**src/rtl/mem_stage_pkg.sv**
```systemverilog
// Shared pipeline definitions for the MEM stage: access FSM encoding, control bundle
// and the default memory latency.
package mem_stage_pkg;

   localparam int MEM_LATENCY_DEF = 2;

   typedef enum logic {
      ST_IDLE = 1'b0,
      ST_BUSY = 1'b1
   } state_e;

   typedef struct packed {
      logic branch;
      logic mem_read;
      logic mem_write;
      logic mem_to_reg;
      logic reg_write;
   } ctrl_t;

endpackage

```
**src/rtl/mem_stage_if.sv**
```systemverilog
// Execute-to-MEM inputs and MEM/WB outputs of the memory stage.
// master drives the execute side, slave is the stage itself.
interface mem_stage_if #(
   parameter int PC_SIZE = 10
);
   logic [PC_SIZE-1:0] PC_jump;
   logic               zero;
   logic [7:0]         ALU_result;
   logic [7:0]         write_data;
   logic [4:0]         rd_in;
   logic               valid_in;
   logic               branch_in;
   logic               mem_read_in;
   logic               mem_write_in;
   logic               mem_to_reg_in;
   logic               reg_write_in;
   logic               flush;

   logic               stall;
   logic               pc_src;
   logic [PC_SIZE-1:0] PC_branch;
   logic               wb_valid;
   logic               wb_mem_to_reg;
   logic               wb_reg_write;
   logic [4:0]         wb_rd;
   logic [7:0]         wb_read_data;
   logic [7:0]         wb_alu_result;

   modport master (
      output PC_jump, zero, ALU_result, write_data, rd_in, valid_in, branch_in,
             mem_read_in, mem_write_in, mem_to_reg_in, reg_write_in, flush,
      input  stall, pc_src, PC_branch, wb_valid, wb_mem_to_reg, wb_reg_write,
             wb_rd, wb_read_data, wb_alu_result
   );

   modport slave (
      input  PC_jump, zero, ALU_result, write_data, rd_in, valid_in, branch_in,
             mem_read_in, mem_write_in, mem_to_reg_in, reg_write_in, flush,
      output stall, pc_src, PC_branch, wb_valid, wb_mem_to_reg, wb_reg_write,
             wb_rd, wb_read_data, wb_alu_result
   );
endinterface

```
**src/rtl/mem_stage_data_memory.sv**
```systemverilog
// Byte-wide data memory: synchronous write, asynchronous read, contents never reset.
module data_memory #(
   parameter int DEPTH = 256
) (
   input  logic       clk,
   input  logic       we,
   input  logic [7:0] addr,
   input  logic [7:0] wdata,
   output logic [7:0] rdata
);
   localparam int AW = (DEPTH > 1) ? $clog2(DEPTH) : 1;

   logic [7:0]    mem_q [DEPTH];
   logic [AW-1:0] idx;

   assign idx = AW'(addr);

   always_ff @(posedge clk) begin
      if (we) begin
         mem_q[idx] <= wdata;
      end
   end

   assign rdata = mem_q[idx];
endmodule

```
**src/rtl/mem_stage.sv**
```systemverilog
// MEM pipeline stage: stage register S, multi-cycle data-memory access FSM and MEM/WB register.
// state   | meaning
// ST_IDLE | no access in progress; a mem op in S either commits now (latency 1) or starts BUSY
// ST_BUSY | access in progress, cnt counts occupied cycles; commits when cnt reaches latency-1
module mem_stage
   import mem_stage_pkg::*;
#(
   parameter int PC_SIZE     = 10,
   parameter int MEM_LATENCY = MEM_LATENCY_DEF,
   parameter int DMEM_DEPTH  = 256
) (
   input logic        clk,
   input logic        reset,
   mem_stage_if.slave bus
);
   localparam logic [2:0] LAST_CNT = 3'(MEM_LATENCY - 1);

   state_e             state_q, state_d;
   logic [2:0]         cnt_q, cnt_d;

   logic               s_valid_q;
   ctrl_t              s_ctrl_q;
   logic [PC_SIZE-1:0] s_pc_q;
   logic               s_zero_q;
   logic [7:0]         s_alu_q;
   logic [7:0]         s_wdata_q;
   logic [4:0]         s_rd_q;

   logic               wb_valid_q, wb_mem_to_reg_q, wb_reg_write_q;
   logic [4:0]         wb_rd_q;
   logic [7:0]         wb_read_data_q, wb_alu_result_q;

   logic               mem_op, stall, abort, mem_we;
   logic [7:0]         mem_rdata;

   assign mem_op = s_valid_q & (s_ctrl_q.mem_read | s_ctrl_q.mem_write);

   always_ff @(posedge clk) begin
      if (reset) begin
         state_q <= ST_IDLE;
         cnt_q   <= '0;
      end else begin
         state_q <= state_d;
         cnt_q   <= cnt_d;
      end
   end

   always_comb begin
      state_d = state_q;
      cnt_d   = cnt_q;
      case (state_q)
         ST_IDLE: begin
            if (mem_op && (MEM_LATENCY > 1) && !bus.flush) begin
               state_d = ST_BUSY;
               cnt_d   = 3'd1;
            end
         end
         ST_BUSY: begin
            if (bus.flush || (cnt_q == LAST_CNT)) begin
               state_d = ST_IDLE;
               cnt_d   = '0;
            end else begin
               cnt_d = cnt_q + 3'd1;
            end
         end
      endcase
   end

   // A flush while BUSY kills the access even on its final cycle.
   always_comb begin
      stall = 1'b0;
      abort = 1'b0;
      case (state_q)
         ST_IDLE: stall = mem_op && (MEM_LATENCY > 1);
         ST_BUSY: begin
            stall = (cnt_q != LAST_CNT);
            abort = bus.flush;
         end
      endcase
   end

   assign mem_we = mem_op & s_ctrl_q.mem_write & ~stall & ~abort & ~reset;

   data_memory #(.DEPTH(DMEM_DEPTH)) u_dmem (
      .clk   (clk),
      .we    (mem_we),
      .addr  (s_alu_q),
      .wdata (s_wdata_q),
      .rdata (mem_rdata)
   );

   always_ff @(posedge clk) begin
      if (reset) begin
         s_valid_q <= 1'b0;
         s_ctrl_q  <= '0;
         s_pc_q    <= '0;
         s_zero_q  <= 1'b0;
         s_alu_q   <= '0;
         s_wdata_q <= '0;
         s_rd_q    <= '0;
      end else if (!stall) begin
         s_valid_q <= bus.valid_in & ~bus.flush;
         s_ctrl_q  <= '{branch:     bus.branch_in,
                        mem_read:   bus.mem_read_in,
                        mem_write:  bus.mem_write_in,
                        mem_to_reg: bus.mem_to_reg_in,
                        reg_write:  bus.reg_write_in};
         s_pc_q    <= bus.PC_jump;
         s_zero_q  <= bus.zero;
         s_alu_q   <= bus.ALU_result;
         s_wdata_q <= bus.write_data;
         s_rd_q    <= bus.rd_in;
      end else if (bus.flush) begin
         s_valid_q <= 1'b0;
      end
   end

   // Read data is sampled before the same-edge write lands, so load+store returns old contents.
   always_ff @(posedge clk) begin
      if (reset) begin
         wb_valid_q      <= 1'b0;
         wb_mem_to_reg_q <= 1'b0;
         wb_reg_write_q  <= 1'b0;
         wb_rd_q         <= '0;
         wb_read_data_q  <= '0;
         wb_alu_result_q <= '0;
      end else if (!stall) begin
         wb_valid_q      <= s_valid_q & ~abort;
         wb_reg_write_q  <= s_valid_q & ~abort & s_ctrl_q.reg_write;
         wb_mem_to_reg_q <= s_ctrl_q.mem_to_reg;
         wb_rd_q         <= s_rd_q;
         wb_alu_result_q <= s_alu_q;
         if (mem_op && s_ctrl_q.mem_read && !abort) begin
            wb_read_data_q <= mem_rdata;
         end
      end
   end

   assign bus.stall         = stall;
   assign bus.pc_src        = s_valid_q & s_ctrl_q.branch & s_zero_q;
   assign bus.PC_branch     = s_pc_q;
   assign bus.wb_valid      = wb_valid_q;
   assign bus.wb_mem_to_reg = wb_mem_to_reg_q;
   assign bus.wb_reg_write  = wb_reg_write_q;
   assign bus.wb_rd         = wb_rd_q;
   assign bus.wb_read_data  = wb_read_data_q;
   assign bus.wb_alu_result = wb_alu_result_q;
endmodule

```
**src/flat_wrapper.sv**
```systemverilog
// flat-port wrapper written by rule: the top's interface ports become plain ports
module mem_stage_flat import mem_stage_pkg::*;
#(
   parameter int PC_SIZE     = 10,
   parameter int MEM_LATENCY = MEM_LATENCY_DEF,
   parameter int DMEM_DEPTH  = 256
)
  (clk, reset, bus_PC_jump, bus_zero, bus_ALU_result, bus_write_data, bus_rd_in, bus_valid_in, bus_branch_in, bus_mem_read_in, bus_mem_write_in, bus_mem_to_reg_in, bus_reg_write_in, bus_flush, bus_stall, bus_pc_src, bus_PC_branch, bus_wb_valid, bus_wb_mem_to_reg, bus_wb_reg_write, bus_wb_rd, bus_wb_read_data, bus_wb_alu_result);
  mem_stage_if #(.PC_SIZE(PC_SIZE)) bus_i ();
  input logic clk;
  input logic reset;
  input wire logic [$bits(bus_i.PC_jump)-1:0] bus_PC_jump;
  input wire logic [$bits(bus_i.zero)-1:0] bus_zero;
  input wire logic [$bits(bus_i.ALU_result)-1:0] bus_ALU_result;
  input wire logic [$bits(bus_i.write_data)-1:0] bus_write_data;
  input wire logic [$bits(bus_i.rd_in)-1:0] bus_rd_in;
  input wire logic [$bits(bus_i.valid_in)-1:0] bus_valid_in;
  input wire logic [$bits(bus_i.branch_in)-1:0] bus_branch_in;
  input wire logic [$bits(bus_i.mem_read_in)-1:0] bus_mem_read_in;
  input wire logic [$bits(bus_i.mem_write_in)-1:0] bus_mem_write_in;
  input wire logic [$bits(bus_i.mem_to_reg_in)-1:0] bus_mem_to_reg_in;
  input wire logic [$bits(bus_i.reg_write_in)-1:0] bus_reg_write_in;
  input wire logic [$bits(bus_i.flush)-1:0] bus_flush;
  output wire logic [$bits(bus_i.stall)-1:0] bus_stall;
  output wire logic [$bits(bus_i.pc_src)-1:0] bus_pc_src;
  output wire logic [$bits(bus_i.PC_branch)-1:0] bus_PC_branch;
  output wire logic [$bits(bus_i.wb_valid)-1:0] bus_wb_valid;
  output wire logic [$bits(bus_i.wb_mem_to_reg)-1:0] bus_wb_mem_to_reg;
  output wire logic [$bits(bus_i.wb_reg_write)-1:0] bus_wb_reg_write;
  output wire logic [$bits(bus_i.wb_rd)-1:0] bus_wb_rd;
  output wire logic [$bits(bus_i.wb_read_data)-1:0] bus_wb_read_data;
  output wire logic [$bits(bus_i.wb_alu_result)-1:0] bus_wb_alu_result;
  assign bus_i.PC_jump = bus_PC_jump;
  assign bus_i.zero = bus_zero;
  assign bus_i.ALU_result = bus_ALU_result;
  assign bus_i.write_data = bus_write_data;
  assign bus_i.rd_in = bus_rd_in;
  assign bus_i.valid_in = bus_valid_in;
  assign bus_i.branch_in = bus_branch_in;
  assign bus_i.mem_read_in = bus_mem_read_in;
  assign bus_i.mem_write_in = bus_mem_write_in;
  assign bus_i.mem_to_reg_in = bus_mem_to_reg_in;
  assign bus_i.reg_write_in = bus_reg_write_in;
  assign bus_i.flush = bus_flush;
  assign bus_stall = bus_i.stall;
  assign bus_pc_src = bus_i.pc_src;
  assign bus_PC_branch = bus_i.PC_branch;
  assign bus_wb_valid = bus_i.wb_valid;
  assign bus_wb_mem_to_reg = bus_i.wb_mem_to_reg;
  assign bus_wb_reg_write = bus_i.wb_reg_write;
  assign bus_wb_rd = bus_i.wb_rd;
  assign bus_wb_read_data = bus_i.wb_read_data;
  assign bus_wb_alu_result = bus_i.wb_alu_result;
  mem_stage #(.PC_SIZE(PC_SIZE), .MEM_LATENCY(MEM_LATENCY), .DMEM_DEPTH(DMEM_DEPTH)) u_core (.clk(clk), .reset(reset), .bus(bus_i));
endmodule
```
**config.mk**
```make
export PLATFORM = sky130hd
export DESIGN_NAME = mem_stage_flat
export DESIGN_NICKNAME = d
export VERILOG_FILES = /design/src/rtl/mem_stage_pkg.sv /design/src/rtl/mem_stage_if.sv /design/src/rtl/mem_stage_data_memory.sv /design/src/rtl/mem_stage.sv /design/src/flat_wrapper.sv
export SDC_FILE = /design/constraint.sdc
export NUM_CORES = 2
export LEC_CHECK = 0
export BUFFER_PORTS_ARGS = -buffer_cell sky130_fd_sc_hd__buf_2
export CORE_ASPECT_RATIO = 1.1
export CORE_MARGIN = 5
export CORE_UTILIZATION = 65
export DETAILED_ROUTE_END_ITERATION = 7
export PLACE_DENSITY = 0.82
export SYNTH_ARGS = -nofsm -noshare
export SYNTH_HDL_FRONTEND = slang
export SYNTH_SLANG_ARGS = --single-unit
export TNS_END_PERCENT = 50
```
**constraint.sdc**
```tcl
create_clock -name clk -period 13.1 [get_ports clk]
set_clock_uncertainty 0.2 [all_clocks]
set_input_delay 1.965 -clock clk [delete_from_list [all_inputs] [get_ports clk]]
set_output_delay 1.965 -clock clk [all_outputs]
set_load 0.01 [all_outputs]
```
### Word level (Yosys, flattened, before mapping)

Memories as Yosys holds them, arrays and structs flattened. A register that Yosys moved wholly into a read port is not among the register bits.
Index checks and enable logic that the tools add are counted.

| word-level totals | value |
|---|---|
| bits in latches | 0 |
| bits in read-only memories | 0 |
| output and inout bits | 36 |
| memories kept | 1 |
| logic and storage cells | 59 |
| register bits | 58 |
| bits in writable memories | 2048 |
| bits of input ports | 41 |

| cells by class | value |
|---|---|
| multiply operators | 0 |
| add/sub/neg operators | 1 |
| reductions and logical operators | 7 |
| magnitude comparators | 0 |
| shift-type cells | 0 |
| mux-type cells | 12 |
| equality and inequality tests | 4 |
| divide/modulo/power cells | 0 |
| bitwise gates (word level) | 16 |

Memory list:

| name | depth | width | read ports | clocked after Yosys merged registers in | wr ports | RTL line | text |
|---|---|---|---|---|---|---|---|
| u_core.u_dmem.mem_q | 256 | 8 | 1 | 1 | 1 | mem_stage_data_memory.sv:13 | `logic [7:0] mem_q [DEPTH];` |

Operators by type and width:

| operator | number |
|---|---|
| bitwise AND 1 bit | 10 |
| 2-to-1 mux 1 bit | 7 |
| 2-to-1 mux 3 bit | 2 |
| case mux 3 bit (2 select lines) | 1 |
| NOT 1 bit | 5 |
| case mux 1 bit (2 select lines) | 2 |
| adder 3 x 1 -> 3 bit, second input constant | 1 |
| == test 3 x 1 -> 1 bit, second input constant | 1 |
| logical AND 1 bit | 3 |
| != test 3 x 1 -> 1 bit, second input constant | 1 |
| zero test 1 bit | 2 |
| != test 2 x 1 -> 1 bit, second input constant | 1 |
| != test 2 bit, second input constant | 1 |
| AND reduction 2 bit | 1 |
| logical OR 1 bit | 1 |
| OR 1 bit | 1 |

### Depth between registers and ports, before layout

| logic depth | value |
|---|---|
| depth after elaboration | 9 |
| mapped depth | 13 |
| gate-level depth less buffers | 9 |

### By module

A second synthesis with hierarchy kept.

| unflattened totals | value |
|---|---|
| cell total of the unflattened synthesis | 3821 |
| area, all modules | 81261.7 um^2 |

By module, submodules not included:

| module | instances | cells an instance | sequential area each (um^2) | area an instance (um^2) |
|---|---|---|---|---|
| data_memory | 1 | 3539 | 61499.0 | 78332.6 |
| mem_stage | 1 | 282 | 1321.3 | 2929.1 |

### Least setup slack after synthesis

OpenSTA, ideal clock, no wires.

| timing | value |
|---|---|
| path kind | register to register |
| start | register u_core.s_wdata_q[0] |
| end | memory u_core.u_dmem.mem_q[0][0] (data pin) |
| cell stages (with the launch flop) | 1 |
| setup time | 0.856 ns |
| data required time | 12.044 ns |
| slack | 8.647 ns |
| path buffers | 0 |
| clock period less this slack | 4.453 ns |
| arrival time | 3.397 ns |
| path through | dfxtp_1 |

RTL lines:

| element | RTL line | text |
|---|---|---|
| start: declaration | mem_stage.sv:26 | `logic [7:0] s_wdata_q;` |
| start signal: assignment | mem_stage.sv:111 | `s_wdata_q <= bus.write_data;` |
| end: declaration | mem_stage_data_memory.sv:13 |  |

Straight into the memory's write port.

==> impl_metrics.tcl <==
set metrics [dict create \
    layoutNonFillerInstCount 6022 \
    hold_depth 2 \
    synth-edff-count 2048 \
    clockRootBuffer "clkbuf_16" \
    worstPathMaxFanout 59 \
    slew-limit-headroom_pct -0.675 \
    syn-num-nets 4135 \
    max-vdd-ir-drop_uv 148 \
    required_ns 13.59 \
    power.leakage_nw 28.0 \
    dieArea_sq_mm 0.134 \
    placed_cells_incl_taps 5669 \
    r2r-start "u_core.s_alu_q[1]" \
    core.rowCount 137 \
    tns_ns 0 \
    hold_violations 0 \
    largest_register "u_core.u_dmem.mem_q" \
    antenna_found_initial 9 \
    reg2reg_to "u_core.bus.wb_read_data[5]" \
    ys_warn_count 0 \
    globalplace.congestion 0.900 \
    cts_resized 0 \
    fmax_mhz 187 \
    ys_types 68 \
    grtUsageTotal_pct 33.3 \
    outcome "finished, violations left" \
    slowest_delay_ns 0.93 \
    cp-end-kind "register" \
    netlist_area_sq_mm 0.0823 \
    synth_cells 4092 \
    rsz0062_at_grt "no" \
    clockBufferDepth 3 \
    start_util_pct 65.1 \
    vias_per_cell 7.40 \
    ys_ff_latch 2114 \
    layout-drive-gt1-share_pct 21.6 \
    cts.htree.levels 4 \
    rrSetupSlack_ns 7.75 \
    ios 77 \
    use_met2_pct 50.2 \
    finalCriticalPeriod_ns 5.35 \
    grt_pass1_vias 44400 \
    clkLatencyLatePin_ns 0.83 \
    cts_buffers 188 \
    ys_seq_area_share_pct 76.3 \
    vias 44500 \
    worst_slew_pin_slew_ns 1.50 \
    clkTransAtPathRegs_ns 0.06 \
    cp_cell_sequence "buf_4, buf_4, mux4_2, mux2i_1, o22ai_1, o21ai_0, nor4bb_1, o31ai_1" \
    worst-setup-path-type "reg -> reg" \
    wire_per_inst_um 36.7 \
    cts_tree "done" \
    finalPower_mw 13.7 \
    violations "DRC, capacitance limit, slew limit" \
    met1_usage_pct 44.2 \
    hp-class "reg -> reg" \
    synth_top_flop_cell "edfxtp_1" \
    fin_crit_sh_pct 40.8 \
    hold_slack_ns 0.250 \
    postCtsHoldBufs 0 \
    ys_async_sr_fraction_pct 0 \
    reg2reg_depth 8 \
    die_w_um 349 \
    routed_wl_um 221000 \
    dp_hpwl_um 122000 \
    min_from "u_core.bus.PC_branch[6]" \
    grt-ovfl-total 0 \
    coreArea_sq_mm 0.126 \
    drt_iter0_drc 8013 \
    globalRouteMet3Util_pct 9.63 \
    critPathLaunchType "register" \
    port_buffers 76 \
    top_usage_layer "met2" \
    drv_cap 1 \
    largest_reg_flops 2048 \
    clock_sinks 2114 \
    postRouteAntennaNets 0 \
    grt_pass1_wl_um 317000 \
    post_cts_buffers 0 \
    p_per_area_mw_per_mm2 153 \
    area_delta_synth_final_pct 9.39 \
    cpMaxStageDelayCell "dfxtp_4" \
    worstPathArrival_ns 5.83 \
    setup_violations 0 \
    fp.dieH_um 383 \
    drc 5 \
    layout.nets 4234 \
    hold_end "u_core.bus.PC_branch[6]" \
    grt_max_degree 211 \
    crit_top_cell "buf_4" \
    slew_viol_final 2 \
    drt-pass1-iter-count 8 \
    syn_avg_cell_area_sq_um 20.1 \
]
per-stage QoR:
stage               utilization (%)  instance area [sq um]  worst slack (ns)
global route                   71.2                  90000              7.57
floorplan                         -                  82300              8.65
detailed placement             66.5                  84000              7.55
global placement               66.5                  84000              7.69
CTS                            71.2                  90000              7.98
finish                         71.3                  90000              7.75
cell usage after synthesis, types with 6 or more instances:
cell type	count	share of area, %
a211oi_1	16	0.15
a21oi_1	76	0.46
a22o_1	6	0.064
a22oi_1	47	0.43
a31oi_1	18	0.14
a32oi_1	34	0.36
and3_1	13	0.099
buf_1	7	0.032
buf_2	62	0.38
buf_4	33	0.30
buf_6	54	0.74
clkbuf_1	91	0.42
dfxtp_1	66	1.6
edfxtp_1	2048	75
inv_1	6	0.027
mux2i_1	176	2.1
mux4_2	470	13
nand2_1	285	1.3
nand2b_1	6	0.046
nand3_1	58	0.35
nand4_1	14	0.11
nor2_1	298	1.4
nor2b_1	11	0.084
nor3_1	18	0.11
nor4_1	6	0.046
o211ai_1	11	0.10
o21ai_0	27	0.16
o22ai_1	38	0.29
o31ai_1	6	0.055
metal layers:
layer	share of wire, %	vias to the layer above
met1	32	22100
met2	46	4520
met5	0.015	-
met3	14	963
li1	-	16900
met4	7.6	6
logic make-up after synthesis:
kind of cell | Yosys count | synth area share [%]
flip-flops | 2114 | 76.3
AND/OR/NAND/NOR | 736 | 3.75
multiplexers | 655 | 15.2
AO/OA/AOI/OAI | 324 | 2.68
buffers and inverters | 261 | 2.01
adder cells (fa/ha/maj) | 2 | 0.0304
final cells by class:
class	count	area [sq um]
Antenna cell	7	17.5
Clock buffer	248	5070
Clock inverter	98	971
Fill cell	6689	36300
Inverter	9	36.3
Multi-Input combinational cell	1717	17900
Sequential cell	2114	62900
Tap cell	1668	2090
Timing Repair Buffer	161	1110
worst max path at each step:
stage | cells past startpoint | from | endpoint
after floorplan | 0 | u_core.s_wdata_q[0] | u_core.u_dmem.mem_q[0][0]
after global placement | 8 | reset | u_core.u_dmem.mem_q[44][0]
after detailed placement | 8 | reset | u_core.u_dmem.mem_q[188][7]
after CTS | 8 | u_core.s_alu_q[1] | u_core.bus.wb_read_data[5]
after global routing | 8 | u_core.s_alu_q[1] | u_core.bus.wb_read_data[5]
final | 8 | u_core.s_alu_q[1] | u_core.bus.wb_read_data[5]
placed cells by master, fill, tap and decap left out, drive strengths merged, types with 66 or more instances in the layout:
cell    count
dfxtp      66
mux4      473
clkbuf    248
edfxtp   2048
buf       161
nand2     285
a21oi      76
nor2      299
clkinv     70
mux2i     177
power breakdown:
| part | total [mW] | switching, mW | internal [mW] |
|---|---|---|---|
| Clock | 5.46 | 2.43 | 3.03 |
| Combinational | 0.789 | 0.528 | 0.260 |
| Sequential | 7.50 | 0.0516 | 7.45 |
| Total | 13.7 | 3.01 | 10.7 |
critical path: cells and delay by family (launching register included):
| kind | cells | cell delay (ns) |
|---|---|---|
| buffers and inverters | 2 | 1.53 |
| multiplexers | 2 | 0.95 |
| flip-flops | 1 | 0.93 |
| AND/OR/NAND/NOR | 1 | 0.85 |
| AO/OA/AOI/OAI | 3 | 0.58 |
No activity file was read; power rests on OpenSTA's default activity.
